<file path="config.mk">
export PLATFORM = sky130hd
export DESIGN_NAME = alu_execute
export DESIGN_NICKNAME = d
export VERILOG_FILES = /design/src/rtl/alu_execute.sv
export SDC_FILE = /design/constraint.sdc
export NUM_CORES = 1
export LEC_CHECK = 0
export BUFFER_PORTS_ARGS = -buffer_cell sky130_fd_sc_hd__buf_4
export CAP_MARGIN = 30
export CORE_ASPECT_RATIO = 1.2
export CORE_MARGIN = 2
export CORE_UTILIZATION = 59
export CTS_CLUSTER_SIZE = 16
export DETAILED_ROUTE_END_ITERATION = 12
export GPL_TIMING_DRIVEN = 0
export PLACE_DENSITY = 0.81
export SLEW_MARGIN = 20
export SYNTH_ARGS = -nofsm -noshare
export SYNTH_HDL_FRONTEND = slang
export SYNTH_SLANG_ARGS = --single-unit
export TNS_END_PERCENT = 5
</file>
<file path="constraint.sdc">
create_clock -name clk -period 10.64 [get_ports clk]
set_clock_uncertainty 0.15 [all_clocks]
set_input_delay 2.128 -clock clk [delete_from_list [all_inputs] [get_ports clk]]
set_output_delay 2.128 -clock clk [all_outputs]
set_load 0.02 [all_outputs]
</file>
<file path="src/rtl/alu_execute.sv">
// alu_execute: MIPS execute stage. It evaluates the ALU operation on the two
// operands and registers the result, the zero flag and the destination index
// into a two-entry skid buffer that feeds the EX/MEM boundary.
//
// Optional feature macro: ALU_OVERFLOW_EN (adds the registered overflow port).
//
// Ports:
//   clk, rst_n        rising-edge clock, synchronous active-low reset
//   flush             drop buffered entries and the incoming beat
//   in_valid/in_ready upstream handshake (in_ready is registered)
//   operation         4-bit ALU control code
//   operand_a/_b      DATA_WIDTH operands
//   dest_reg          write-back register index
//   out_valid/ready   downstream handshake
//   result, zero      registered ALU result and result==0 flag
//   out_dest_reg      registered destination index
//   overflow          signed ADD/SUB overflow (ALU_OVERFLOW_EN only)
module alu_execute #(
  parameter int unsigned DATA_WIDTH     = 32,
  parameter int unsigned REG_ADDR_WIDTH = 5
) (
  input  logic                      clk,
  input  logic                      rst_n,
  input  logic                      flush,
  input  logic                      in_valid,
  output logic                      in_ready,
  input  logic [3:0]                operation,
  input  logic [DATA_WIDTH-1:0]     operand_a,
  input  logic [DATA_WIDTH-1:0]     operand_b,
  input  logic [REG_ADDR_WIDTH-1:0] dest_reg,
  output logic                      out_valid,
  input  logic                      out_ready,
  output logic [DATA_WIDTH-1:0]     result,
  output logic                      zero,
  output logic [REG_ADDR_WIDTH-1:0] out_dest_reg
`ifdef ALU_OVERFLOW_EN
  ,
  output logic                      overflow
`endif
);

  typedef enum logic [1:0] {
    S_EMPTY,
    S_ONE,
    S_TWO
  } state_t;

  typedef struct packed {
    logic [DATA_WIDTH-1:0]     res;
    logic                      zero;
    logic [REG_ADDR_WIDTH-1:0] dest;
`ifdef ALU_OVERFLOW_EN
    logic                      ovf;
`endif
  } entry_t;

  state_t r_state, w_state_nxt;
  logic   r_in_ready;
  entry_t r_main, r_skid;
  entry_t w_beat;

  logic [DATA_WIDTH-1:0] w_sum, w_diff, w_res;
  logic                  w_lt;
  logic                  w_accept, w_drain;
  logic                  w_load_main, w_load_skid, w_main_from_skid;

  assign w_sum  = operand_a + operand_b;
  assign w_diff = operand_a - operand_b;
  // Signed compare rather than the sign of a-b, so SLT stays correct when
  // the subtraction overflows.
  assign w_lt   = $signed(operand_a) < $signed(operand_b);

  always_comb begin
    w_res = '0;
    unique case (operation)
      4'b0000: w_res = operand_a & operand_b;
      4'b0001: w_res = operand_a | operand_b;
      4'b0010: w_res = w_sum;
      4'b0110: w_res = w_diff;
      4'b0111: w_res = {{(DATA_WIDTH-1){1'b0}}, w_lt};
      4'b1100: w_res = ~(operand_a | operand_b);
      default: w_res = '0;
    endcase
  end

  always_comb begin
    w_beat      = '0;
    w_beat.res  = w_res;
    w_beat.zero = (w_res == '0);
    w_beat.dest = dest_reg;
`ifdef ALU_OVERFLOW_EN
    unique case (operation)
      4'b0010: w_beat.ovf = (operand_a[DATA_WIDTH-1] == operand_b[DATA_WIDTH-1]) &&
                            (w_sum[DATA_WIDTH-1] != operand_a[DATA_WIDTH-1]);
      4'b0110: w_beat.ovf = (operand_a[DATA_WIDTH-1] != operand_b[DATA_WIDTH-1]) &&
                            (w_diff[DATA_WIDTH-1] != operand_a[DATA_WIDTH-1]);
      default: w_beat.ovf = 1'b0;
    endcase
`endif
  end

  assign w_accept = in_valid & r_in_ready;
  assign w_drain  = (r_state != S_EMPTY) & out_ready;

  always_comb begin
    w_state_nxt      = r_state;
    w_load_main      = 1'b0;
    w_load_skid      = 1'b0;
    w_main_from_skid = 1'b0;
    unique case (r_state)
      S_EMPTY: begin
        if (w_accept) begin
          w_state_nxt = S_ONE;
          w_load_main = 1'b1;
        end
      end
      S_ONE: begin
        if (w_accept && w_drain) begin
          w_load_main = 1'b1;
        end else if (w_accept) begin
          w_state_nxt = S_TWO;
          w_load_skid = 1'b1;
        end else if (w_drain) begin
          w_state_nxt = S_EMPTY;
        end
      end
      S_TWO: begin
        if (w_drain) begin
          w_state_nxt      = S_ONE;
          w_main_from_skid = 1'b1;
        end
      end
      default: w_state_nxt = S_EMPTY;
    endcase
    // A drain in the flush cycle still completes; only buffered and
    // incoming beats are dropped.
    if (flush) begin
      w_state_nxt      = S_EMPTY;
      w_load_main      = 1'b0;
      w_load_skid      = 1'b0;
      w_main_from_skid = 1'b0;
    end
  end

  always_ff @(posedge clk) begin
    if (!rst_n) begin
      r_state    <= S_EMPTY;
      r_in_ready <= 1'b1;
      r_main     <= '0;
      r_skid     <= '0;
    end else begin
      r_state    <= w_state_nxt;
      // Derived from the next state so ready never depends on out_ready
      // within the same cycle.
      r_in_ready <= (w_state_nxt != S_TWO);
      if (w_load_main) begin
        r_main <= w_beat;
      end else if (w_main_from_skid) begin
        r_main <= r_skid;
      end
      if (w_load_skid) begin
        r_skid <= w_beat;
      end
    end
  end

  assign in_ready     = r_in_ready;
  assign out_valid    = (r_state != S_EMPTY);
  assign result       = r_main.res;
  assign zero         = r_main.zero;
  assign out_dest_reg = r_main.dest;
`ifdef ALU_OVERFLOW_EN
  assign overflow     = r_main.ovf;
`endif

endmodule

</file>
Yosys cells after proc, flatten, opt, wreduce, memory -nomap -nowiden
Cells that the tools add are included.
- flip-flop bits (word level): 79
- output and inout bits: 40
- add/sub/neg operators: 2
- $lt $le $gt $ge: 1
- equal/unequal tests: 8
- muxes and demuxes: 20
- bitwise gates (word level): 5
- reductions and logical operators: 6
- operator list (operator ; number):
    $pmux 32 s6 ; 1
    $mux 38 ; 2
    $add 32x32->32 ; 1
    $and 32x32->32 ; 1
    $logic_not 32->1 ; 1
    $lt 32x32->1 ; 1
    $not 32->32 ; 1
    $or 32x32->32 ; 1
    $sub 32x32->32 ; 1
    $mux 2 ; 6
    $mux 1 ; 9
    $eq 4x3->1 const B ; 2
    $pmux 2 s3 ; 1
    $eq 4x1->1 const B ; 1
    $eq 4x2->1 const B ; 1
    $eq 4x4->1 const B ; 1
    $logic_not 4->1 ; 1
    $reduce_bool 2->1 ; 2
    $and 1x1->1 ; 2
    $eq 2x1->1 const B ; 1
    $eq 2x2->1 const B ; 1
    $logic_not 2->1 ; 1
    $ne 2x2->1 const B ; 1
    $pmux 1 s2 ; 1
    $logic_and 1x1->1 ; 1

Logic depth before layout (Yosys ltp)
- depth after elaboration: 8
- mapped depth: 14

Worst setup path after synthesis
OpenSTA, ideal clock, no wires.
- path kind: input to register
- from: in operand_a[0]
- to: reg r_skid[5] (netlist name)
- data arrival time: 4934 ps
- required time: 10406 ps
- slack: 5472 ps
- stages on the path: 13
- buffers on the path: 0
- path through: inv_1 -> ha_1 -> fa_1 -> o21bai_2 -> o2111ai_2 -> and2_1 -> a221o_1 -> a22o_1 -> or2_1 -> nor3_1 -> nand4_1 -> or4_4 -> o31ai_2
- longest elaborated chain between the ends: 4
- elaborated cells between the ends (all ways): 8
- those cells by class: add/sub (2); order compare (1); mux (1); bitwise (3); reduce/logical (1)
- RTL lines (item ; RTL line ; source):
    from (decl) ; 28 ; input logic [DATA_WIDTH-1:0] operand_a,
    branches (longest 2 deep; another with $sub 32x32->32) ; -- ;
    $pmux 32 s6 * ; 75 ; unique case (operation)
    $logic_not 32->1 * ; 89 ; w_beat.zero = (w_res == '0);
    to (signal assigned) ; 162 ; r_skid <= w_beat;
    to (decl) ; 59 ; entry_t r_main, r_skid;
Mark *: on every way between the ends.
A chain may end at the register's enable or synchronous reset.

Worst setup path in the final report
- from: in operation[0]
- to: reg r_main, in the netlist zero
- longest elaborated chain between the ends: 4
- elaborated cells between the ends (all ways): 9
- those cells by class: eq/ne (5); mux (2); reduce/logical (2)
- RTL lines (item ; RTL line ; source):
    from (decl) ; 27 ; input logic [3:0] operation,
    $eq 4x4->1 (tied with other cells) ; 75 ;
    $pmux 32 s6 * ; 75 ;
    $logic_not 32->1 * ; 89 ;
    $mux 38 * ; 156 ; if (w_load_main) begin
    to (signal assigned) ; 157 ; r_main <= w_beat;
    to (signal assigned) ; 159 ; r_main <= r_skid;
    to (decl) ; 59 ;
Every way passes the cells marked *; elsewhere a longest branch is shown, timed or not.

==> reports/metrics.csv <==
metric,value,unit
status,finished clean,
gr usage total,40.60,%
Sw Share,40.77,%
H-tree level count,3,
Fillers,1295,
CTS tree,done,
chip width,117.8,um
gpl congestion,1.025,
Logic pwr share,43.1,%
"Slew Viols, Final",0,
Post-CTS Setup Bufs,0,
Static Leak,4.623,nW
clk buf depth,2,
placed cell count,1572,
max capacitance violation total,0,
Worst Path Required,10760,ps
Worst Hold Class,reg2reg,
Detail Placement HPWL,26700,um
"Cell Area, Synth",0.009176,mm^2
Syn Area/Cell,7.318,um^2
Die Y,140.6,um
Detail Route Antenna Nets,0,
clk_lat worst skew,340,ps
fmax,0.1725,GHz
post-synth top area share,17.23,%
drc violations,0,
"top cells by area, synth","dfxtp_1, ha_1, a21oi_1, nand2_1, nor2_1",
DP Area,0.01029,mm^2
Worst-path clk slew,60,ps
Num CTS Buffers,9,
layout cells sized above 1,15.74,%
RSZ-0062 raised after global routing,false,
"commonest non-fill, non-tap cell in the layout",nand2_1,
IO Pins,118,
Syn Nets,1436,
crit path time final,5798,ps
non-filler instance count after layout,1589,
Yosys top cell by area,dfxtp_1,
crit end category,flip-flop,
Die Footprint,0.01657,mm^2
Rows,49,
final hold viol count,0,
drt pass-1 iters,5,
Crit Path Class,in2reg,
max reg flops,38,
Sequential Power Share,29.5,%
Switch Pwr,0.4278,mW
Post-synth top flop,dfxtp_1,
first-pass GRT wire length,54210,um
Hold Buf Count CTS,0,
core area,0.01508,mm^2
Layout area overhead,15.18,%
fin nets,1562,
TNS Setup,0,ps
final WL,35020,um
PwrDens,99.28,mW/mm^2
Sink Count,79,
CP max FO,10,
wire per inst,22.04,um
drt initial violations,1416,
count of cell types in the netlist,105,
Synth Register Bits,79,
diodes inserted,0,
initial antenna violation count,0,
sequential-to-total area share from yosys stat,17.23,%
Worst setup SP type,input port,
Final Cell Area,0.01057,mm^2
number of synthesized flops with an enable pin,0,
clock power share,27.4,%
Starting Density,60.84,%
register area,0.001582,mm^2
Root Driver,clkbuf_16,
Internal Pwr Total,0.6215,mW
global route total overflow,0,
Worst-Margin Slew,1162,ps
largest net degree at the start of global routing,15,
slew margin rel.,22.09,%
via count of the first global-routing pass,10305,
Via density,6.753,
Worst Path Arrival,5910,ps
vias,10730,
IO Port Bufs,114,
multi-input combinational cell area,0.006839,mm^2
final setup fails,0,
Peak supply drop,80.06,uV
most frequent cells in the layout,"nand2_1, nor2_1, buf_4",
Post-Synthesis Cells,1254,
fraction of registers with async set/reset,0,%
Yosys warning count,0,
Final Power,1.049,mW
Final period util,54.49,%
cts repair resizes,0,
[worst max-delay path, stage by stage]
cell,delay [ps]
clkbuf_1,310
buf_2,440
buf_2,420
clkbuf_1,660
o22ai_1,300
a22oi_1,660
nand2_1,90
nand4b_1,220
nor4_1,310
nand4_1,180
a21oi_1,190
[synth_stat cells, types with 5 or more instances]
library cell and instances:
o31ai_1 20, o221ai_1 31, nor3b_1 13, nor2b_1 23, a22oi_1 34, o21bai_1 5, o211ai_1 12, o21ai_0 47
a21o_1 10, inv_1 94, o21ai_1 14, a21boi_0 34, o21a_1 5, nand2_1 124, nor2_1 122, a21oi_1 93
o22a_1 10, buf_4 7, nor3_1 20, nand3_1 18, a31oi_1 12, ha_1 102, buf_2 27, and2_1 6
a31o_2 5, a211oi_1 23, nand2b_1 15, nor4_1 11, or2_2 5, clkbuf_1 48, nand4b_1 6, o211a_1 16
o22ai_1 21, nand4_1 14, dfxtp_1 79, a221o_1 7
[power groups by stage]
| stage | clock network [mW] | registers (mW) | logic [mW] |
|---|---|---|---|
| 2_1_floorplan | 0 | 0.323 | 0.280 |
| 3_3_place_gp | 0 | 0.316 | 0.428 |
| 3_5_place_dp | 0 | 0.316 | 0.432 |
| 4_1_cts | 0.284 | 0.310 | 0.435 |
| 5_1_grt | 0.294 | 0.311 | 0.482 |
| 6_report | 0.287 | 0.310 | 0.452 |
[per-stage QoR]
| stage | hold slack, ps | utilization, % | setup slack, ps |
|---|---|---|---|
| 2_1_floorplan | 293.3 | - | 5472 |
| 3_3_place_gp | 300.7 | 68.21 | 4823 |
| 3_5_place_dp | 305.7 | 68.21 | 4761 |
| 4_1_cts | 314.3 | 70.04 | 5048 |
| 5_1_grt | 350.5 | 70.08 | 4548 |
| 6_report | 310.5 | 70.08 | 4842 |
[final timing paths]
| check | from | endpoint | slack (ps) | cells past startpoint |
|---|---|---|---|---|
| setup reg to reg | in_ready$_SDFF_PN1_ | result[10]$_SDFFE_PN0P_ | 7710 | 7 |
| setup / recovery | operation[0] | zero$_SDFFE_PN0P_ | 4840 | 11 |
| hold reg to reg | result[2]$_SDFFE_PN0P_ | result[2]$_SDFFE_PN0P_ | 310 | 2 |
| hold / removal | result[2]$_SDFFE_PN0P_ | result[2]$_SDFFE_PN0P_ | 310 | 2 |
[per-layer routing]
layer	GRT usage (%)	vias to the layer above	wire length (um)
met5	0	-	0
met4	27.90	0	2477
met3	7.443	187	3678
met2	67.93	764	16170
met1	47.15	4930	12700
li1	-	4849	-
[cell families (layout without fill, tap and decap cells)]
family                     after synthesis  count (layout)  synth area share, %
AOI/OAI and AO/OA                      466             466                37.13
xor gates and xnor gates                 4               4               0.3817
adders and majority gates              104             104                14.34
buffers and inverters                  183             314                8.236
DFF                                     79              79                17.23
muxes                                    7               7               0.8045
and+or+nand+nor                        411             411                21.87
[area by class of cell]
type / count / share of cell area [%]
multi-input cells: 992 / 64.71
well taps: 204 / 2.415
flip-flops and latches: 79 / 14.96
plain buffers: 86 / 3.705
repair buffers: 115 / 8.145
clock inverters: 6 / 0.4499
clock buffers: 10 / 2.166
inverters: 97 / 3.445
Note: power is estimated with default switching activity, not from simulation.
